**config.mk**
```make
export PLATFORM = sky130hd
export DESIGN_NAME = alu_issue_stage
export DESIGN_NICKNAME = d
export VERILOG_FILES = /design/src/rtl/alu_pkg.sv /design/src/rtl/alu_op_decode.sv /design/src/rtl/alu_issue_stage.sv
export SDC_FILE = /design/constraint.sdc
export NUM_CORES = 1
export LEC_CHECK = 0
export ABC_AREA = 1
export BUFFER_PORTS_ARGS = -buffer_cell sky130_fd_sc_hd__buf_4
export CAP_MARGIN = 20
export CORE_MARGIN = 2
export CORE_UTILIZATION = 35
export DETAILED_ROUTE_END_ITERATION = 12
export MAX_ROUTING_LAYER = met4
export REMOVE_ABC_BUFFERS = 1
export SYNTH_ARGS = -nofsm -noshare
export SYNTH_HDL_FRONTEND = slang
export SYNTH_SLANG_ARGS = --single-unit
```
**constraint.sdc**
```tcl
create_clock -name clk -period 2.1 [get_ports clk]
set_clock_uncertainty 0.05 [all_clocks]
set_input_delay 0.105 -clock clk [delete_from_list [all_inputs] [get_ports clk]]
set_output_delay 0.105 -clock clk [all_outputs]
set_load 0.02 [all_outputs]
```
**src/rtl/alu_pkg.sv**
```systemverilog
// Shared constants for the ALU issue stage: control codes, aluop classes
// and the funct3 values the decoder recognises.
package alu_pkg;

  localparam logic [3:0] ALU_AND     = 4'd0;
  localparam logic [3:0] ALU_OR      = 4'd1;
  localparam logic [3:0] ALU_ADD     = 4'd2;
  localparam logic [3:0] ALU_SUB     = 4'd3;
  localparam logic [3:0] ALU_ILLEGAL = 4'd15;

  typedef enum logic [1:0] {
    ALUOP_MEM = 2'b00,
    ALUOP_BR  = 2'b01,
    ALUOP_R   = 2'b10,
    ALUOP_I   = 2'b11
  } aluop_e;

  localparam logic [2:0] F3_ADDSUB = 3'b000;
  localparam logic [2:0] F3_OR     = 3'b110;
  localparam logic [2:0] F3_AND    = 3'b111;

endpackage

```
**src/rtl/alu_op_decode.sv**
```systemverilog
// Combinational translation of (aluop, funct3, funct7[5]) into the ALU
// control code. Anything not recognised maps to the ILLEGAL code.
module alu_op_decode
  import alu_pkg::*;
#(
  parameter int CTRL_W = 4
) (
  input  logic [1:0]        aluop,
  input  logic [2:0]        funct3,
  input  logic              funct7_5,
  output logic [CTRL_W-1:0] control,
  output logic              illegal
);

  // Decode the instruction class, then funct3 within R/I classes.
  always_comb begin
    control = CTRL_W'(ALU_ILLEGAL);
    case (aluop)
      ALUOP_MEM: control = CTRL_W'(ALU_ADD);
      ALUOP_BR:  control = CTRL_W'(ALU_SUB);
      ALUOP_R: begin
        case (funct3)
          F3_ADDSUB: control = funct7_5 ? CTRL_W'(ALU_SUB) : CTRL_W'(ALU_ADD);
          F3_AND:    control = CTRL_W'(ALU_AND);
          F3_OR:     control = CTRL_W'(ALU_OR);
          default:   control = CTRL_W'(ALU_ILLEGAL);
        endcase
      end
      ALUOP_I: begin
        // Immediate forms have no SUB; bit 30 is part of the immediate.
        case (funct3)
          F3_ADDSUB: control = CTRL_W'(ALU_ADD);
          F3_AND:    control = CTRL_W'(ALU_AND);
          F3_OR:     control = CTRL_W'(ALU_OR);
          default:   control = CTRL_W'(ALU_ILLEGAL);
        endcase
      end
      default: control = CTRL_W'(ALU_ILLEGAL);
    endcase
    illegal = (control == CTRL_W'(ALU_ILLEGAL));
  end

endmodule

```
**src/rtl/alu_issue_stage.sv**
```systemverilog
// ALU issue stage: decodes a bundle and presents control plus operands to
// the ALU through a two-entry skid buffer (main register M, skid register S).
// in_ready depends only on the skid valid flop, so out_ready never reaches
// in_ready combinationally.
// Optional build macro: ALU_ISSUE_PERF_CNT_EN adds issued/illegal counters.
module alu_issue_stage
  import alu_pkg::*;
#(
  parameter int DATA_W = 32,
  parameter int CTRL_W = 4
) (
  input  logic              clk,
  input  logic              reset,
  input  logic              in_valid,
  output logic              in_ready,
  input  logic [1:0]        in_aluop,
  input  logic [2:0]        in_funct3,
  input  logic              in_funct7_5,
  input  logic [DATA_W-1:0] in_op1,
  input  logic [DATA_W-1:0] in_op2,
  output logic              out_valid,
  input  logic              out_ready,
  output logic [CTRL_W-1:0] out_control,
  output logic [DATA_W-1:0] out_operand1,
  output logic [DATA_W-1:0] out_operand2,
`ifdef ALU_ISSUE_PERF_CNT_EN
  output logic [31:0]       issued_cnt,
  output logic [31:0]       illegal_cnt,
`endif
  output logic              out_illegal
);

  logic [CTRL_W-1:0] dec_ctrl;
  logic              dec_ill;
  logic              accept;

  logic              m_valid_q, m_valid_d;
  logic              s_valid_q, s_valid_d;
  logic [CTRL_W-1:0] m_ctrl_q, m_ctrl_d, s_ctrl_q, s_ctrl_d;
  logic              m_ill_q, m_ill_d, s_ill_q, s_ill_d;
  logic [DATA_W-1:0] m_op1_q, m_op1_d, s_op1_q, s_op1_d;
  logic [DATA_W-1:0] m_op2_q, m_op2_d, s_op2_q, s_op2_d;

  alu_op_decode #(.CTRL_W(CTRL_W)) u_dec (
    .aluop    (in_aluop),
    .funct3   (in_funct3),
    .funct7_5 (in_funct7_5),
    .control  (dec_ctrl),
    .illegal  (dec_ill)
  );

  assign in_ready = !s_valid_q;
  assign accept   = in_valid && in_ready;

  // Skid-buffer next state: fill M first, spill into S while M is stalled,
  // and refill M from S before taking new input so order stays FIFO.
  always_comb begin
    m_valid_d = m_valid_q;
    s_valid_d = s_valid_q;
    m_ctrl_d  = m_ctrl_q;
    m_ill_d   = m_ill_q;
    m_op1_d   = m_op1_q;
    m_op2_d   = m_op2_q;
    s_ctrl_d  = s_ctrl_q;
    s_ill_d   = s_ill_q;
    s_op1_d   = s_op1_q;
    s_op2_d   = s_op2_q;
    if (!m_valid_q) begin
      if (accept) begin
        m_valid_d = 1'b1;
        m_ctrl_d  = dec_ctrl;
        m_ill_d   = dec_ill;
        m_op1_d   = in_op1;
        m_op2_d   = in_op2;
      end
    end else if (out_ready) begin
      if (s_valid_q) begin
        s_valid_d = 1'b0;
        m_ctrl_d  = s_ctrl_q;
        m_ill_d   = s_ill_q;
        m_op1_d   = s_op1_q;
        m_op2_d   = s_op2_q;
      end else if (accept) begin
        m_ctrl_d  = dec_ctrl;
        m_ill_d   = dec_ill;
        m_op1_d   = in_op1;
        m_op2_d   = in_op2;
      end else begin
        m_valid_d = 1'b0;
      end
    end else if (accept) begin
      s_valid_d = 1'b1;
      s_ctrl_d  = dec_ctrl;
      s_ill_d   = dec_ill;
      s_op1_d   = in_op1;
      s_op2_d   = in_op2;
    end
  end

  // Stage registers; reset discards anything in flight and zeroes outputs.
  always_ff @(posedge clk) begin
    if (reset) begin
      m_valid_q <= 1'b0;
      s_valid_q <= 1'b0;
      m_ctrl_q  <= '0;
      m_ill_q   <= 1'b0;
      m_op1_q   <= '0;
      m_op2_q   <= '0;
      s_ctrl_q  <= '0;
      s_ill_q   <= 1'b0;
      s_op1_q   <= '0;
      s_op2_q   <= '0;
    end else begin
      m_valid_q <= m_valid_d;
      s_valid_q <= s_valid_d;
      m_ctrl_q  <= m_ctrl_d;
      m_ill_q   <= m_ill_d;
      m_op1_q   <= m_op1_d;
      m_op2_q   <= m_op2_d;
      s_ctrl_q  <= s_ctrl_d;
      s_ill_q   <= s_ill_d;
      s_op1_q   <= s_op1_d;
      s_op2_q   <= s_op2_d;
    end
  end

  assign out_valid    = m_valid_q;
  assign out_control  = m_ctrl_q;
  assign out_operand1 = m_op1_q;
  assign out_operand2 = m_op2_q;
  assign out_illegal  = m_ill_q;

`ifdef ALU_ISSUE_PERF_CNT_EN
  logic [31:0] issued_cnt_q, issued_cnt_d;
  logic [31:0] illegal_cnt_q, illegal_cnt_d;

  // Count completed ALU handshakes; wraps naturally at 2^32.
  always_comb begin
    issued_cnt_d  = issued_cnt_q;
    illegal_cnt_d = illegal_cnt_q;
    if (m_valid_q && out_ready) begin
      issued_cnt_d = issued_cnt_q + 32'd1;
      if (m_ill_q) illegal_cnt_d = illegal_cnt_q + 32'd1;
    end
  end

  // Counter registers.
  always_ff @(posedge clk) begin
    if (reset) begin
      issued_cnt_q  <= '0;
      illegal_cnt_q <= '0;
    end else begin
      issued_cnt_q  <= issued_cnt_d;
      illegal_cnt_q <= illegal_cnt_d;
    end
  end

  assign issued_cnt  = issued_cnt_q;
  assign illegal_cnt = illegal_cnt_q;
`endif

endmodule
```
==> qor.csv, run 1 <==
stage;metric;value;unit
detailed_routing;route.detailed.drc;0;
sta;hold_slack;0.07109;ns
critical_path;critPathRequiredTime;2.39;ns
synthesis;mappedNetlistArea;5212;sq um
detailed_routing;num_vias;5385;
critical_path;worstPathCellList;dlygate4sd3_1 > buf_4 > inv_1 > nand2_2 > inv_2 > nor2_4 > buf_4 > o21ai_1 > a21oi_1;
detailed_routing;wire_per_inst;14.99;um
synthesis;synth_seq_area_share;53.38;%
critical_path;timing.critical_path.mode_cell;buf_4;
critical_path;slowest_delay;0.53;ns
detailed_routing;route.met3.wl;883;um
layout;final_util;52.99;%
placed_design;dpl_cell_area;6424;sq um
layout;num-nets-final;910;
placed_design;place_inst;933;
job;drv_cap;0;
global_route;grt_antenna_before_repair;0;
synthesis;yosysUniqueCellTypes;23;
placed_design;routabilityCongestion;0.7520;
layout;final_cells;1033;
sta;max_clock_freq;578.5;MHz
critical_path;setup.worst_path.start;out_ready;
detailed_routing;via_per_inst;5.213;
cts;cts_sinks;139;
critical_path;end_kind;register;
detailed_routing;ant_nets;0;
sta;fin_crit_sh;82.31;%
layout;antennaDiodeCount;0;
sta;hold_viol;0;
synthesis;avgSynthCellArea;8.044;sq um
critical_path;arrival;2.02;ns
floorplan;start_util;35.86;%
floorplan;num_io_pins;145;
sta;post-route-min-period;1.729;ns
cts;clkTransAtPathRegs;0.06;ns
critical_path;crit_cells;9;
placed_design;dp_hpwl;9.306;mm
detailed_routing;first_iter_violations;403;
power;ir_drop;0.5518;mV
placed_design;io_buffers;144;
critical_path;critPathCapture;out_operand2[0];
cts;clock_latency;0.41;ns
floorplan;die_h;126.0;um
critical_path;r2r_slack;0.39;ns
cts;clk_path_buf_depth;2;
cts;root_buffer;clkbuf_16;
critical_path;path_buf_inv;5;
synthesis;netlist_instances;648;
layout;stdcell_area;7701;sq um
layout;area_growth;47.74;%
critical_path;worst-path-max-fanout;35;
critical_path;reg2reg_depth;6;
floorplan;rows;44;
detailed_routing;routed.top_layer;met4;
cts;numCtsBuffers;17;
global_route;grt_first_pass_wirelength;24.82;mm
sta;finalSetupViolations;0;
sta;max-slew-margin-rel;64.78;%
global_route;overflow;0;
critical_path;cp-start-kind;input pin;
outcome;status;completed;
floorplan;core_region_area;14530;sq um
detailed_routing;firstDrtPassIters;7;
layout;drive_gt1_share;23.44;%
floorplan;die-area;15880;sq um
critical_path;worst_path_max_delay_cell;dlygate4sd3_1;
detailed_routing;wl_met2;7.317;mm
synthesis;ys.warnings.count;0;
floorplan;chipWidth;126.0;um
critical_path;reg2reg_to;out_operand2[0];
detailed_routing;wl_met1;7.047;mm
global_route;grt_use_total;19.69;%
detailed_routing;drt_wl_total;15.49;mm
sta;drv_slew;0;
global_route;grt_pass1_vias;5082;
critical_path;rr_startpoint;out_valid;
cts;ctsHtreeMaxLevel;4;
cts;cts_tree;done;
min_path;hp-class;in2reg;
power;p_leak;3.404;nW
sta;tightest_slew;0.5277;ns
critical_path;path_delay_family;buffers and inverters;
sta;grt_setup_unrepaired;false;
global_route;grt_max_degree;69;
critical_path;path_class;in2reg;
synthesis;ys_ff_latch;139;
cts;ctsResizeCount;0;
power;powerDensity;898.1;nW/um^2
## report_power, final
| part | leakage, nW | internal, W | switching [W] | total [W] |
|---|---|---|---|---|
| Clock | 0.291 | 0.00187 | 0.00111 | 0.00297 |
| Sequential | 1.14 | 0.00282 | 0.000102 | 0.00292 |
| Combinational | 1.97 | 0.000473 | 0.000553 | 0.00103 |
## state kept, by name, indices dropped and copies added, names as in the netlist
register / flops
out_illegal: 1
s_valid_q: 1
s_op1_q: 32
out_operand2: 32
out_valid: 1
s_ill_q: 1
s_ctrl_q: 3
out_control: 4
s_op2_q: 32
out_operand1: 32
## Yosys cell counts
cell / instances / area [sq um]
clkbuf_1: 39 / 146.4
o211ai_1: 2 / 15.01
inv_2: 4 / 15.01
a21oi_1: 72 / 360.4
nand3b_1: 1 / 7.510
nand2_2: 1 / 6.260
buf_4: 3 / 22.52
nand3_1: 2 / 10.01
o21ai_0: 89 / 445.4
dfxtp_1: 139 / 2783
nor2_2: 1 / 6.260
nor2_4: 1 / 11.26
a31oi_1: 1 / 6.260
buf_1: 1 / 3.750
buf_2: 8 / 40.04
nand2_1: 18 / 67.56
clkinv_1: 2 / 7.510
inv_1: 7 / 26.28
nor2_1: 137 / 514.2
o21ai_1: 50 / 250.2
nand2_4: 1 / 11.26
buf_6: 5 / 56.30
o22ai_1: 64 / 400.4
## tightest hold or removal path, delay by kind of cell
family | cells | cell delay [ns]
buffers and inverters | 1 | 0.09
AOI/OAI and AO/OA | 1 | 0.08
and+or+nand+nor | 2 | 0.21
## final cells by class
type / count / area, sq um
inverter: 13 / 50.05
multi-input combinational: 440 / 2120
sequential: 139 / 2783
fill: 1383 / 6833
tap: 184 / 230.2
clock inverter: 11 / 116.4
timing repair buffer: 225 / 1922
clock buffer: 21 / 480.5
## metal layers
layer / track usage [%] / vias up
met4: 7.369 / 0
met2: 31.06 / 202
met1: 25.04 / 2524
li1: - / 2634
met5: - / -
met3: 3.993 / 25
## cell usage in the layout, fill, tap and decap left out
cell and n:
a21oi_1 72, a31oi_1 1, dfxtp_1 139, clkinv_1 1, nand3_1 2, nand3b_1 1, inv_2 4, nor2_4 2
nand2_4 1, clkinvlp_4 3, clkbuf_16 17, clkbuf_8 4, nand2_2 2, buf_4 152, o21ai_0 89, nand2_1 17
bufinv_16 2, nor2_1 137, o21ai_1 50, inv_1 7, o211ai_1 2, inv_6 1, dlygate4sd3_1 68, clkinv_2 6
o22ai_1 64, buf_12 5
## how the worst min path moves through the flow
stage	startpoint	cells past startpoint	to
floorplan	reset	1	out_control[0]
global placement	reset	2	out_illegal
detailed placement	reset	2	out_control[0]
CTS	in_funct3[2]	4	s_ctrl_q[1]
global route	in_funct3[2]	4	s_ctrl_q[2]
finish	in_funct3[2]	4	s_ctrl_q[1]
## per-stage QoR
step                      TNS (ns)  total power [W]  setup WS (ns)
after global routing             0         0.007214         0.2533
after CTS                        0         0.006979         0.3977
after detailed placement         0         0.003892         0.4075
after floorplan            -120.18         0.003421         -1.153
after global placement           0         0.003875         0.4553
final                            0         0.006917         0.3715
## what timing repair did
item,4_1_cts,5_1_grt
hold endpoints to repair,133,0
setup buffers,0,0
hold buffers,68,0
## logic make-up after synthesis
| family | Yosys count | share of synthesized area [%] |
|---|---|---|
| flops | 139 | 53.38 |
| compound gates | 278 | 28.35 |
| buf+inv | 69 | 6.097 |
| simple gates | 162 | 12.17 |
(Power assumes the default switching activity.)
==> run 2: changes to the inputs <==
==> constraint.sdc (replaced) <==
create_clock -name clk -period 1.6 [get_ports clk]
set_clock_uncertainty 0.05 [all_clocks]
set_input_delay 0.08 -clock clk [delete_from_list [all_inputs] [get_ports clk]]
set_output_delay 0.08 -clock clk [all_outputs]
set_load 0.02 [all_outputs]
==> qor.csv, run 2 (same netlist as run 1, synthesis figures left out) <==
stage;metric;value;unit
cts;root_buffer;clkbuf_16;
critical_path;arrival;1.71;ns
detailed_routing;route.detailed.drc;0;
critical_path;path_class;reg2reg;
detailed_routing;ant_nets;0;
power;p_sw;0.002310;W
sta;finalSetupViolations;0;
detailed_routing;num_vias;5309;
sta;fin_crit_sh;90.92;%
floorplan;start_util;35.86;%
detailed_routing;via_per_inst;5.134;
power;seqPwrFrac;42.3;%
critical_path;slowest_delay;0.42;ns
global_route;use_met1;23.81;%
critical_path;end_kind;register;
placed_design;place_inst;933;
layout;final_util;53.21;%
sta;grt_setup_unrepaired;false;
critical_path;worstPathCellList;nand2_2 > nor2_4 > inv_2 > buf_4 > nor2_1 > nor2_1;
critical_path;path_delay_family;simple AND/OR/NAND/NOR gates;
layout;area_growth;48.37;%
layout;drive_gt1_share;23.53;%
cts;clk_path_buf_depth;2;
critical_path;cp-start-kind;register;
power;power_frac_clock;42.7;%
placed_design;routabilityCongestion;0.7458;
sta;tns;0;ns
critical_path;path_buf_inv;2;
power;combPwrFrac;15.0;%
cts;cts_tree;done;
cts;clock_latency;0.41;ns
cts;ctsHtreeMaxLevel;4;
sta;hold_viol;0;
global_route;grt_antenna_before_repair;0;
outcome;status;completed;
critical_path;r2r_slack;0.15;ns
power;powerDensity;1169;nW/um^2
layout;num-nets-final;911;
detailed_routing;drt_wl_total;14.87;mm
layout;final_common_cell;buf_4;
detailed_routing;first_iter_violations;377;
critical_path;reg2reg_to;s_op1_q[3];
critical_path;timing.critical_path.mode_cell;nor2_1;
cts;post_cts_buffers;0;
detailed_routing;firstDrtPassIters;4;
min_path;hold_start;in_funct3[0];
sta;drv_slew;0;
global_route;grt_pass1_vias;5189;
power;ir_drop;0.8699;mV
global_route;use_met2;30.93;%
detailed_routing;wire_per_inst;14.38;um
critical_path;crit_cells;6;
job;drv_cap;0;
power;p_int;0.006734;W
sta;max_clock_freq;687.4;MHz
power;p_sw_share;25.54;%
global_route;overflow;0;
global_route;grt_first_pass_wirelength;24.50;mm
floorplan;chipWidth;126.0;um
critical_path;worst_path_max_delay_cell;dfxtp_1;
min_path;holdPathStages;5;
critical_path;reg2reg_depth;6;
global_route;grt_max_degree;69;
floorplan;die-area;15880;sq um
global_route;grt-busiest-layer;met2;
critical_path;rr_startpoint;out_valid;
min_path;hp-class;in2reg;
min_path;hold_end;s_ctrl_q[2];
cts;numCtsBuffers;17;
placed_design;dp_hpwl;8.956;mm
sta;post-route-min-period;1.455;ns
cts;clkTransAtPathRegs;0.06;ns
floorplan;rows;44;
critical_path;worst-path-max-fanout;31;
power;p_leak;3.410;nW
global_route;grt_util_met3;4.970;%
global_route;grt_use_total;19.17;%
layout;antennaDiodeCount;0;
sta;max-slew-margin-rel;74.27;%
layout;mostFrequentLayoutCells;buf_4, dfxtp_1, nor2_1;
layout;final_cells;1034;
critical_path;critPathRequiredTime;1.85;ns
floorplan;die_h;126.0;um
floorplan;num_io_pins;145;
sta;tightest_slew;0.3860;ns
floorplan;core_region_area;14530;sq um
placed_design;io_buffers;144;
cts;cts_sinks;139;
==> run 2: metal layers <==
layer | vias to the layer above | part of all wire [%]
met5 | - | 0
met4 | 0 | 0.85
met3 | 12 | 5.7
met2 | 158 | 46
met1 | 2489 | 47
li1 | 2650 | -
==> run 2: power groups by stage <==
| stage | Sequential [W] | Clock (W) | Combinational [W] |
|---|---|---|---|
| floorplan | 0.00407 | 0 | 0.000423 |
| global placement | 0.00389 | 0 | 0.00120 |
| detailed placement | 0.00389 | 0 | 0.00122 |
| CTS | 0.00382 | 0.00396 | 0.00136 |
| global route | 0.00385 | 0.00410 | 0.00147 |
| finish | 0.00383 | 0.00386 | 0.00135 |
==> run 2: worst register-to-register path: cells and delay by family, from the launching register on <==
| family | cells | cell delay, ns |
|---|---|---|
| AND/OR/NAND/NOR | 4 | 0.57 |
| buffers and inverters | 2 | 0.31 |
| flip-flops | 1 | 0.42 |
==> run 2: per-stage QoR <==
step	setup slack, ns	area, sq um	hold WS [ns]	power [W]
3_3_place_gp	0.1847	6449	0.2460	0.005095
6_report	0.1453	7734	0.05912	0.009044
2_1_floorplan	-1.653	4943	0.09907	0.004490
3_5_place_dp	0.1152	6449	0.2460	0.005113
5_1_grt	0.02060	7734	0.07886	0.009419
4_1_cts	0.1098	7727	0.03964	0.009140
==> run 2: how the worst max path moves through the flow <==
stage,from,to,slack [ns]
floorplan,out_valid,out_operand1[10],-1.65
global placement,out_valid,s_op1_q[5],0.18
detailed placement,s_valid_q,out_operand1[8],0.12
CTS,s_valid_q,out_operand1[8],0.11
global route,out_valid,s_op1_q[4],0.02
finish,out_valid,s_op1_q[3],0.15
==> run 2: final cells by class <==
| cell class | instances | area, sq um |
|---|---|---|
| fillers | 1346 | 6800 |
| multi-input cells | 440 | 2122 |
| inverters | 13 | 50.05 |
| flip-flops and latches | 139 | 2783 |
| well taps | 184 | 230.2 |
| repair buffers | 226 | 1961 |
| clock inverters | 12 | 121.4 |
| clock buffers | 20 | 466.7 |
==> run 2: repair_timing <==
| item | in CTS | in global routing |
|---|---|---|
| gates resized for setup | 0 | 2 |
| hold buffers | 69 | 0 |
| hold endpoints to repair | 134 | 0 |
| endpoints found under the setup margin | 0 | 6 |
